<file path="config.mk">
export PLATFORM = sky130hd
export DESIGN_NAME = fp_mant_multiplier_flat
export DESIGN_NICKNAME = d
export VERILOG_FILES = /design/src/rtl/fp_mant_multiplier_pkg.sv /design/src/rtl/fp_mant_multiplier_if.sv /design/src/rtl/fp_mant_multiplier_core.sv /design/src/rtl/fp_mant_multiplier.sv /design/src/flat_wrapper.sv
export SDC_FILE = /design/constraint.sdc
export NUM_CORES = 1
export LEC_CHECK = 0
export CAP_MARGIN = 15
export CORE_MARGIN = 2
export CORE_UTILIZATION = 40
export DETAILED_ROUTE_END_ITERATION = 8
export PLACE_DENSITY = 0.64
export SKIP_CTS_REPAIR_TIMING = 1
export SYNTH_ARGS = -nofsm -noshare
export SYNTH_HDL_FRONTEND = slang
export SYNTH_HIERARCHICAL = 1
export SYNTH_SLANG_ARGS = --single-unit
</file>
<file path="constraint.sdc">
create_clock -name clk -period 6.2 [get_ports clk]
set_input_delay 1.24 -clock clk [delete_from_list [all_inputs] [get_ports clk]]
set_output_delay 1.24 -clock clk [all_outputs]
set_load 0.1 [all_outputs]
</file>
<file path="src/rtl/fp_mant_multiplier_pkg.sv">
// rtl/fp_mant_multiplier_pkg.sv - shared binary32 constants, FSM state type and field helpers
package fp_mant_multiplier_pkg;

    localparam int MANT_W    = 23;
    localparam int EXP_W     = 8;
    localparam int SIG_W     = 24;
    localparam int PROD_W    = 48;
    localparam int EXP_SUM_W = 10;
    localparam int EXP_BIAS  = 127;

    localparam logic [EXP_W-1:0] EXP_MAX = 8'hFF;

    typedef enum logic [1:0] {
        IDLE,
        CALC,
        DONE
    } state_t;

    function automatic logic f_sign(input logic [31:0] x);
        return x[31];
    endfunction

    function automatic logic [EXP_W-1:0] f_exp(input logic [31:0] x);
        return x[30:23];
    endfunction

    function automatic logic [MANT_W-1:0] f_mant(input logic [31:0] x);
        return x[22:0];
    endfunction

endpackage

</file>
<file path="src/rtl/fp_mant_multiplier_if.sv">
// rtl/fp_mant_multiplier_if.sv - operand/result handshake bundle for the mantissa multiplier
interface fp_mant_multiplier_if;
    import fp_mant_multiplier_pkg::*;

    logic                 in_valid;
    logic                 in_ready;
    logic [31:0]          op_a;
    logic [31:0]          op_b;
    logic                 out_valid;
    logic                 out_ready;
    logic [PROD_W-1:0]    product;
    logic [EXP_SUM_W-1:0] exp_sum;
    logic                 sign;
    logic                 is_zero;
    logic                 is_special;

    modport master (
        output in_valid, op_a, op_b, out_ready,
        input  in_ready, out_valid, product, exp_sum, sign, is_zero, is_special
    );

    modport slave (
        input  in_valid, op_a, op_b, out_ready,
        output in_ready, out_valid, product, exp_sum, sign, is_zero, is_special
    );

endinterface

</file>
<file path="src/rtl/fp_mant_multiplier_core.sv">
// rtl/fp_mant_multiplier_core.sv - iterative shift-add 24x24 significand multiplier
module fp_shift_add_core
    import fp_mant_multiplier_pkg::*;
#(
    parameter int BITS_PER_CYCLE = 1
) (
    input  logic              clk,
    input  logic              reset,
    input  logic              start,
    input  logic [SIG_W-1:0]  multiplicand,
    input  logic [SIG_W-1:0]  multiplier,
    output logic              done,
    output logic [PROD_W-1:0] result
);

    localparam int STEPS = SIG_W / BITS_PER_CYCLE;
    localparam int CNT_W = $clog2(STEPS);

    logic [PROD_W-1:0] acc;
    logic [PROD_W-1:0] acc_next;
    logic [PROD_W-1:0] mcand_sh;
    logic [SIG_W-1:0]  mplier;
    logic [CNT_W-1:0]  cnt;
    logic              busy;

    // Partial products for the multiplier bits retired this cycle; the
    // multiplicand is pre-shifted so bit j only needs a further shift by j.
    always_comb begin
        acc_next = acc;
        for (int j = 0; j < BITS_PER_CYCLE; j++) begin
            if (mplier[j]) begin
                acc_next = acc_next + (mcand_sh << j);
            end
        end
    end

    // Accumulate/shift engine; done pulses together with the final add so
    // result is already complete when done is seen.
    always_ff @(posedge clk) begin
        if (reset) begin
            acc      <= '0;
            mcand_sh <= '0;
            mplier   <= '0;
            cnt      <= '0;
            busy     <= 1'b0;
            done     <= 1'b0;
        end else if (start) begin
            acc      <= '0;
            mcand_sh <= {{(PROD_W-SIG_W){1'b0}}, multiplicand};
            mplier   <= multiplier;
            cnt      <= CNT_W'(STEPS - 1);
            busy     <= 1'b1;
            done     <= 1'b0;
        end else if (busy) begin
            acc      <= acc_next;
            mcand_sh <= mcand_sh << BITS_PER_CYCLE;
            mplier   <= mplier >> BITS_PER_CYCLE;
            done     <= (cnt == '0);
            if (cnt == '0) begin
                busy <= 1'b0;
            end else begin
                cnt <= cnt - 1'b1;
            end
        end else begin
            done <= 1'b0;
        end
    end

    assign result = acc;

endmodule

</file>
<file path="src/rtl/fp_mant_multiplier.sv">
// rtl/fp_mant_multiplier.sv - binary32 multiply front end: unpack, sign/exponent, significand product
module fp_mant_multiplier #(
    parameter int BITS_PER_CYCLE = 1,
    parameter int EXP_BIAS       = fp_mant_multiplier_pkg::EXP_BIAS
) (
    input  logic                 clk,
    input  logic                 reset,
    fp_mant_multiplier_if.slave  bus
);
    import fp_mant_multiplier_pkg::*;

    state_t               state;
    logic                 in_ready_r;
    logic                 out_valid_r;
    logic [PROD_W-1:0]    product_r;
    logic [EXP_SUM_W-1:0] exp_sum_r;
    logic                 sign_r;
    logic                 is_zero_r;
    logic                 is_special_r;
    logic                 bypass;

    logic [EXP_W-1:0]     exp_a;
    logic [EXP_W-1:0]     exp_b;
    logic                 any_zero;
    logic                 any_special;
    logic [EXP_SUM_W-1:0] exp_sum_next;
    logic                 accept;
    logic                 core_start;
    logic                 core_done;
    logic [PROD_W-1:0]    core_result;

    assign exp_a        = f_exp(bus.op_a);
    assign exp_b        = f_exp(bus.op_b);
    assign any_zero     = (exp_a == '0) || (exp_b == '0);
    assign any_special  = (exp_a == EXP_MAX) || (exp_b == EXP_MAX);
    assign exp_sum_next = {2'b00, exp_a} + {2'b00, exp_b} - EXP_SUM_W'(EXP_BIAS);

    assign accept     = bus.in_valid && in_ready_r;
    assign core_start = accept && !any_zero && !any_special;

    fp_shift_add_core #(
        .BITS_PER_CYCLE (BITS_PER_CYCLE)
    ) u_core (
        .clk          (clk),
        .reset        (reset),
        .start        (core_start),
        .multiplicand ({1'b1, f_mant(bus.op_a)}),
        .multiplier   ({1'b1, f_mant(bus.op_b)}),
        .done         (core_done),
        .result       (core_result)
    );

    // Handshake FSM with registered outputs. Zero/special operands skip the
    // engine but still pass through one CALC cycle so out_valid rises one
    // cycle after the accept edge.
    always_ff @(posedge clk) begin
        if (reset) begin
            state        <= IDLE;
            in_ready_r   <= 1'b1;
            out_valid_r  <= 1'b0;
            product_r    <= '0;
            exp_sum_r    <= '0;
            sign_r       <= 1'b0;
            is_zero_r    <= 1'b0;
            is_special_r <= 1'b0;
            bypass       <= 1'b0;
        end else begin
            case (state)
                IDLE: begin
                    if (accept) begin
                        in_ready_r   <= 1'b0;
                        sign_r       <= f_sign(bus.op_a) ^ f_sign(bus.op_b);
                        exp_sum_r    <= exp_sum_next;
                        is_special_r <= any_special;
                        is_zero_r    <= any_zero && !any_special;
                        bypass       <= any_zero || any_special;
                        product_r    <= '0;
                        state        <= CALC;
                    end
                end
                CALC: begin
                    if (bypass || core_done) begin
                        product_r   <= bypass ? '0 : core_result;
                        out_valid_r <= 1'b1;
                        state       <= DONE;
                    end
                end
                DONE: begin
                    if (bus.out_ready) begin
                        out_valid_r <= 1'b0;
                        in_ready_r  <= 1'b1;
                        state       <= IDLE;
                    end
                end
                default: begin
                    state <= IDLE;
                end
            endcase
        end
    end

    assign bus.in_ready   = in_ready_r;
    assign bus.out_valid  = out_valid_r;
    assign bus.product    = product_r;
    assign bus.exp_sum    = exp_sum_r;
    assign bus.sign       = sign_r;
    assign bus.is_zero    = is_zero_r;
    assign bus.is_special = is_special_r;

endmodule

</file>
<file path="src/flat_wrapper.sv">
// flat-port wrapper written by rule: the top's interface ports become plain ports
module fp_mant_multiplier_flat import fp_mant_multiplier_pkg::*;
#(
    parameter int BITS_PER_CYCLE = 1,
    parameter int EXP_BIAS       = fp_mant_multiplier_pkg::EXP_BIAS
)
  (clk, reset, bus_in_valid, bus_op_a, bus_op_b, bus_out_ready, bus_in_ready, bus_out_valid, bus_product, bus_exp_sum, bus_sign, bus_is_zero, bus_is_special);
  fp_mant_multiplier_if bus_i ();
  input  logic clk;
  input  logic reset;
  input wire logic [$bits(bus_i.in_valid)-1:0] bus_in_valid;
  input wire logic [$bits(bus_i.op_a)-1:0] bus_op_a;
  input wire logic [$bits(bus_i.op_b)-1:0] bus_op_b;
  input wire logic [$bits(bus_i.out_ready)-1:0] bus_out_ready;
  output wire logic [$bits(bus_i.in_ready)-1:0] bus_in_ready;
  output wire logic [$bits(bus_i.out_valid)-1:0] bus_out_valid;
  output wire logic [$bits(bus_i.product)-1:0] bus_product;
  output wire logic [$bits(bus_i.exp_sum)-1:0] bus_exp_sum;
  output wire logic [$bits(bus_i.sign)-1:0] bus_sign;
  output wire logic [$bits(bus_i.is_zero)-1:0] bus_is_zero;
  output wire logic [$bits(bus_i.is_special)-1:0] bus_is_special;
  assign bus_i.in_valid = bus_in_valid;
  assign bus_i.op_a = bus_op_a;
  assign bus_i.op_b = bus_op_b;
  assign bus_i.out_ready = bus_out_ready;
  assign bus_in_ready = bus_i.in_ready;
  assign bus_out_valid = bus_i.out_valid;
  assign bus_product = bus_i.product;
  assign bus_exp_sum = bus_i.exp_sum;
  assign bus_sign = bus_i.sign;
  assign bus_is_zero = bus_i.is_zero;
  assign bus_is_special = bus_i.is_special;
  fp_mant_multiplier #(.BITS_PER_CYCLE(BITS_PER_CYCLE), .EXP_BIAS(EXP_BIAS)) u_core (.clk(clk), .reset(reset), .bus(bus_i));
endmodule
</file>
==> results.ini, run 1 <==
[run_status]
status=finished with violations
violations=design-rule violations

[min_path]
hold_path_end=u_core/bus.product[11]
holdPathStages=2
hp-class=reg2reg
holdCritStartpoint=u_core/bus.product[11]

[worst_setup_path]
path_delay_family=simple AND/OR/NAND/NOR gates
cp_cell_sequence=clkdlybuf4s50_1 -> nand4_1 -> or4_1 -> and2_1 -> and3b_4 -> buf_4 -> nor2_1 -> nand2_1 -> or4_1 -> nand3_1
r2r_slack_ns=3.17
rr_worst_depth=11
slowest_delay_ns=0.56
crit_top_cell=or4_1
critPathLaunchType=primary input
path_buf_inv=2
r2r-start=u_core/u_core/result[0]
crit_path_top_delay_cell=or4_1
crit_arrival_ns=4.40
timing.rr.end=u_core/u_core/result[44]
end_kind=flip-flop
worst-path-max-fanout=98
critical_path_class=in2reg
required_ns=6.59

[global_route]
track_usage_pct=19.45
antenna_found_initial=0
grt_overflow=0
grt_pass1_wl_um=44980
grt_max_degree=99
grt_pass1_vias=8875

[floorplanning]
std_cell_rows=59
io_pins=131
die_w_um=167.5
die-area_um2=28050
core_area_um2=26130
initial_utilization_pct=40.91
die_y_um=167.5

[sta]
fmax_mhz=249.4
tns_ns=0
hold_viol_final=0
worst_pin_slew_ns=1.014
slew_viol_final=0
finalCritPeriodShare_pct=64.68
holdWs_ns=0.4503
final.min_clock_period_ns=4.010
rsz0062_at_grt=no
relSlewSlack_pct=32.17
skew_ns=0.01109
setup_viol_count_final=0

[power_and_ir_drop]
ir_worst_vdd_mv=0.1415
p_per_area_nw_per_um2=231.7
leakagePower_nw=4.860

[placement]
dp_cells=1722
dp_hpwl_um=19180
gp_congestion=0.9130
port_buffers=130

[cells_and_area]
area_growth_pct=19.10
drive_gt1_share_pct=5.567
final_cell_mix=208 x a21oi_1, 192 x dfxtp_1, 164 x nand2_1
antenna_cells=0
finalNonFillerCells=1754
nets=1540
final_common_cell=a21oi_1

[clock_tree]
clock_sinks=193
clockRootBuffer=clkbuf_16
insertion_delay_ns=0.45
cts_made_buffers=17
cts_htree_levels=4
clk_pin_slew_ns=0.07
tritoncts=done
clockBufferDepth=2

[detailed_routing]
wl_met2_um=12300
routedWlPerCell_um=15.49
route.vias.total=9528
drtAntennaViolNets=0
wl_um=27180
maxUsedRoutingLayer=met4
firstDrtPassIters=7
met3_wirelength_um=1235
vias_per_cell=5.432
drc=7
initialDrtViolationCount=675
met1Wirelength_um=13160

[synthesis]
synth.distinct_cells=81
ys_seq_elements=193
yosysSeqAreaShare_pct=36.14
async_flop_share_pct=0
synth_ff_type=dfxtp_1
synth_warnings=6
synthCells=1333
synth_edf_count=0
synthesis.area_um2=10690
syn_area_per_cell_um2=8.021

[job]
max_cap_viol_count=0

## cell usage after synthesis (all sizes together) (3+ instances only)
library cell	count	area [um2]
a221oi	5	73.83
o211ai	6	50.05
buf	34	195.2
nor2b	3	18.77
dfxtp	193	3864
or4	9	67.56
mux2i	70	700.7
and4	3	26.28
a211o	4	35.03
a211oi	16	140.1
nor3	17	95.09
nand2	165	619.3
or2	3	18.77
nor4	3	18.77
nand4	14	93.84
o21a	7	52.55
ha	64	800.8
xnor2	25	219.0
and2	6	40.04
a21oi	214	1101
a21boi	3	26.28
clkbuf	51	191.4
inv	28	105.1
nor3b	4	35.03
o21bai	8	60.06
xor2	14	122.6
a31oi	4	25.02
nor2	158	593.1
nand2b	5	31.28
nand3	78	390.4
or3	7	43.79
a21o	24	181.4
and3	7	43.79
o21ai	46	234.0
o31ai	5	47.54
## registers in the layout, summed over array words and instances, names as in the netlist
register                cells
u_core/bypass               1
u_core/bus.in_ready         1
u_core/u_core/mplier       24
u_core/u_core/cnt           5
u_core/u_core/result       48
u_core/u_core/busy          1
u_core/bus.is_special       1
u_core/bus.product         48
u_core/bus.sign             1
u_core/bus.out_valid        1
u_core/u_core/mcand_sh     48
u_core/state                2
u_core/u_core/done          1
u_core/bus.is_zero          1
u_core/bus.exp_sum         10
## worst register-to-register path: stages (launching register included)
cell and delay [ns]:
dfxtp_1 0.36, ha_1 0.25, fa_1 0.41, a21oi_1 0.30
o211ai_2 0.18, a41oi_2 0.33, a211o_1 0.27, a211oi_2 0.11
o21ai_1 0.24, nand3_1 0.12, a211oi_1 0.25, nor3_1 0.09
## per-stage QoR
step | power, mW | setup WS [ns] | utilization, % | cell area, um2
finish | 2.950 | 2.190 | 48.73 | 12730
global route | 3.072 | 1.998 | 48.73 | 12730
CTS | 2.977 | 2.189 | 48.73 | 12730
detailed placement | 1.794 | 1.756 | 46.34 | 12110
global placement | 1.790 | 1.840 | 46.34 | 12110
floorplan | 1.669 | 2.881 | - | 10700
## logic make-up after synthesis
| group | after synthesis | synth area share, % |
|---|---|---|
| compound gates | 363 | 21.02 |
| xor+xnor | 39 | 3.195 |
| fa+ha+maj | 66 | 7.864 |
| buf+inv | 113 | 4.599 |
| flops | 193 | 36.14 |
| mux | 70 | 6.554 |
| other cells | 1 | 0.03507 |
| simple gates | 488 | 20.60 |
## worst max path at each step
stage | from | to | slack, ns | cells past startpoint
global placement | bus_op_b[29] | u_core/u_core/result[42] | 1.84 | 10
CTS | bus_op_b[29] | u_core/u_core/result[42] | 2.19 | 10
finish | bus_op_b[29] | u_core/u_core/result[42] | 2.19 | 10
floorplan | bus_op_b[23] | u_core/u_core/result[46] | 2.88 | 10
detailed placement | bus_op_b[28] | u_core/u_core/result[42] | 1.76 | 10
global route | bus_op_b[27] | u_core/u_core/result[42] | 2.00 | 10
## metal layers
layer / vias to the layer above / GRT usage (%)
li1: 4863 / -
met1: 4432 / 26.75
met2: 207 / 31.19
met3: 26 / 3.309
met4: 0 / 6.163
met5: - / 0
## power by group
part	switching, mW	internal, mW
clock network	0.535	0.650
registers	0.0357	1.28
logic	0.290	0.162
## cell type report
class	instances	area, um2
inverters	28	105.1
clock buffers	17	425.4
clock inverters	15	197.7
repair buffers	138	1359
fillers	2590	13400
flip-flops and latches	193	3867
well taps	335	419.2
multi-input cells	1028	6360
Power figures use the tool's default switching activity.
==> inputs of run 2 (changes only) <==
==> constraint.sdc (replaced) <==
create_clock -name clk -period 4.2 [get_ports clk]
set_input_delay 0.84 -clock clk [delete_from_list [all_inputs] [get_ports clk]]
set_output_delay 0.84 -clock clk [all_outputs]
set_load 0.1 [all_outputs]
==> run 2 against run 1 <==
Net effect: largest power group unchanged; the flow still finishes with violations (design-rule violations); total power is 49% higher; flip-flop and latch count stayed put; critical endpoint unchanged; first-iteration DRC count is 28% lower.
==> results.ini, run 2 (synthesized netlist as in run 1, its figures left out) <==
[global_route]
antenna_found_initial=0  ; unchanged
grt_pass1_vias=8857  ; -0.20%
grt_overflow=0  ; unchanged
grt_pass1_wl_um=44160  ; -1.8%
grt_max_degree=92  ; -7.1%
track_usage_pct=19.02  ; -0.44 points

[placement]
pre_cts_slack_ns=0.6278  ; -1.128 ns
gp_congestion=0.9077  ; -0.58%
port_buffers=130  ; unchanged
place_area_um2=12140  ; +0.25%
dp_hpwl_um=19320  ; +0.74%

[worst_setup_path]
critical_path_class=in2reg
crit_path_top_delay_cell=or4_1
path_buf_inv=1  ; -1
slowest_delay_ns=0.55  ; about the same
path_delay_family=simple AND/OR/NAND/NOR gates
crit_top_cell=or4_1
critPathLaunchType=primary input
end_kind=flip-flop
cp_cell_sequence=clkdlybuf4s50_1 -> nand4_1 -> or4_1 -> and2_1 -> and3b_4 -> nor2_1 -> nand2_1 -> or4_1 -> nand3_1
crit_arrival_ns=3.55  ; -0.85 ns
required_ns=4.58  ; -2.01 ns
r2r_slack_ns=1.17  ; -2.00 ns
worst-path-max-fanout=9  ; -91%

[sta]
finalCritPeriodShare_pct=75.52
hold_viol_final=0  ; unchanged
tns_ns=0  ; unchanged
slew_viol_final=0  ; unchanged
relSlewSlack_pct=31.66  ; -0.51 points
rsz0062_at_grt=no
final.min_clock_period_ns=3.172
worst_pin_slew_ns=1.022  ; +0.007602 ns
setup_viol_count_final=0  ; unchanged
worst_slack_ns=1.028  ; -1.162 ns
fmax_mhz=315.3
skew_ns=0.009153  ; -0.001941 ns

[detailed_routing]
met1Wirelength_um=13060  ; -0.69%
wl_um=26800  ; -1.4%
maxUsedRoutingLayer=met4
met3_wirelength_um=1177  ; -4.7%
vias_per_cell=5.435  ; about the same
wl_met2_um=12230  ; -0.62%
firstDrtPassIters=7  ; unchanged
drtAntennaViolNets=0  ; unchanged
routedWlPerCell_um=15.25  ; -1.6%
route.vias.total=9550  ; +0.23%
initialDrtViolationCount=484  ; -28%
drc=7  ; unchanged

[clock_tree]
cts_htree_levels=4  ; unchanged
clk_pin_slew_ns=0.07  ; about the same
cts_made_buffers=17  ; unchanged
clockRootBuffer=clkbuf_16
clockBufferDepth=2  ; unchanged
tritoncts=done
insertion_delay_ns=0.44  ; about the same
clock_sinks=193  ; unchanged

[cells_and_area]
area_growth_pct=19.65
fin_area_um2=12790  ; +0.46%
antenna_cells=0  ; unchanged
nets=1544  ; +0.26%
drive_gt1_share_pct=5.696  ; +0.13 points
final_common_cell=a21oi_1
final_util_pct=48.95  ; +0.23 points
final_cell_mix=208 x a21oi_1, 192 x dfxtp_1, 164 x nand2_1

[floorplanning]
std_cell_rows=59  ; unchanged
initial_utilization_pct=40.91  ; unchanged
io_pins=131  ; unchanged
die_y_um=167.5  ; unchanged
core_area_um2=26130  ; unchanged
die_w_um=167.5  ; unchanged
die-area_um2=28050  ; unchanged

[power_and_ir_drop]
ir_worst_vdd_mv=0.1653  ; +17%
leakagePower_nw=4.886  ; +0.53%
p_per_area_nw_per_um2=344.5  ; +49%

[run_status]
status=finished with violations
violations=design-rule violations

[min_path]
hp-class=reg2reg

[job]
max_cap_viol_count=0  ; unchanged

==> run 2: cell count changes in the layout (fill, tap and decap cells not counted) <==
cell	delta
clkbuf_16	+1
inv_6	-1
clkinv_2	-1
clkinvlp_4	+1
bufinv_16	+1
clkbuf_1	+1
inv_8	-3
clkinv_4	-2
buf_4	+4
clkbuf_8	+2
==> run 2: layout make-up <==
| type | instances | area, um2 |
|---|---|---|
| Timing Repair Buffer | 142 | 1389 |
| Sequential cell | 193 | 3867 |
| Multi-Input combinational cell | 1028 | 6360 |
| Clock buffer | 21 | 481.7 |
| Tap cell | 335 | 419.2 |
| Clock inverter | 10 | 170.2 |
| Inverter | 28 | 105.1 |
| Fill cell | 2610 | 13340 |
==> run 2: stage by stage <==
stage	power (mW)	instances	hold slack, ns
detailed placement	2.649	1726	0.4458
finish	4.407	1757	0.4507
global route	4.589	1757	0.4625
floorplan	2.463	1334	0.4454
global placement	2.645	1726	0.4405
CTS	4.449	1757	0.4545
==> run 2: path summary, 6_finish.rpt <==
check	startpoint	to	cells past startpoint
max	bus_op_b[27]	u_core/u_core/result[42]	9
min	u_core/bus.product[46]	u_core/bus.product[46]	2
max reg2reg	u_core/u_core/result[0]	u_core/u_core/result[44]	11
min reg2reg	u_core/bus.product[46]	u_core/bus.product[46]	2
==> run 2: worst min-delay path, cell delays in order, from the launching register on <==
cell	delay (ns)
dfxtp_1	0.31
nand2_1	0.05
a21oi_1	0.05
==> run 2: power breakdown <==
group | internal, mW | switching [mW] | leakage, nW
clock network | 1.07 | 0.729 | 0.312
registers | 1.89 | 0.0552 | 1.57
logic | 0.242 | 0.425 | 3.01
==> run 2: metal layers <==
metal / global-route usage (%) / vias to the layer above
met2: 31.03 / 177
met3: 3.522 / 23
met4: 5.255 / 0
met1: 25.84 / 4481
met5: 0 / -
li1: - / 4869
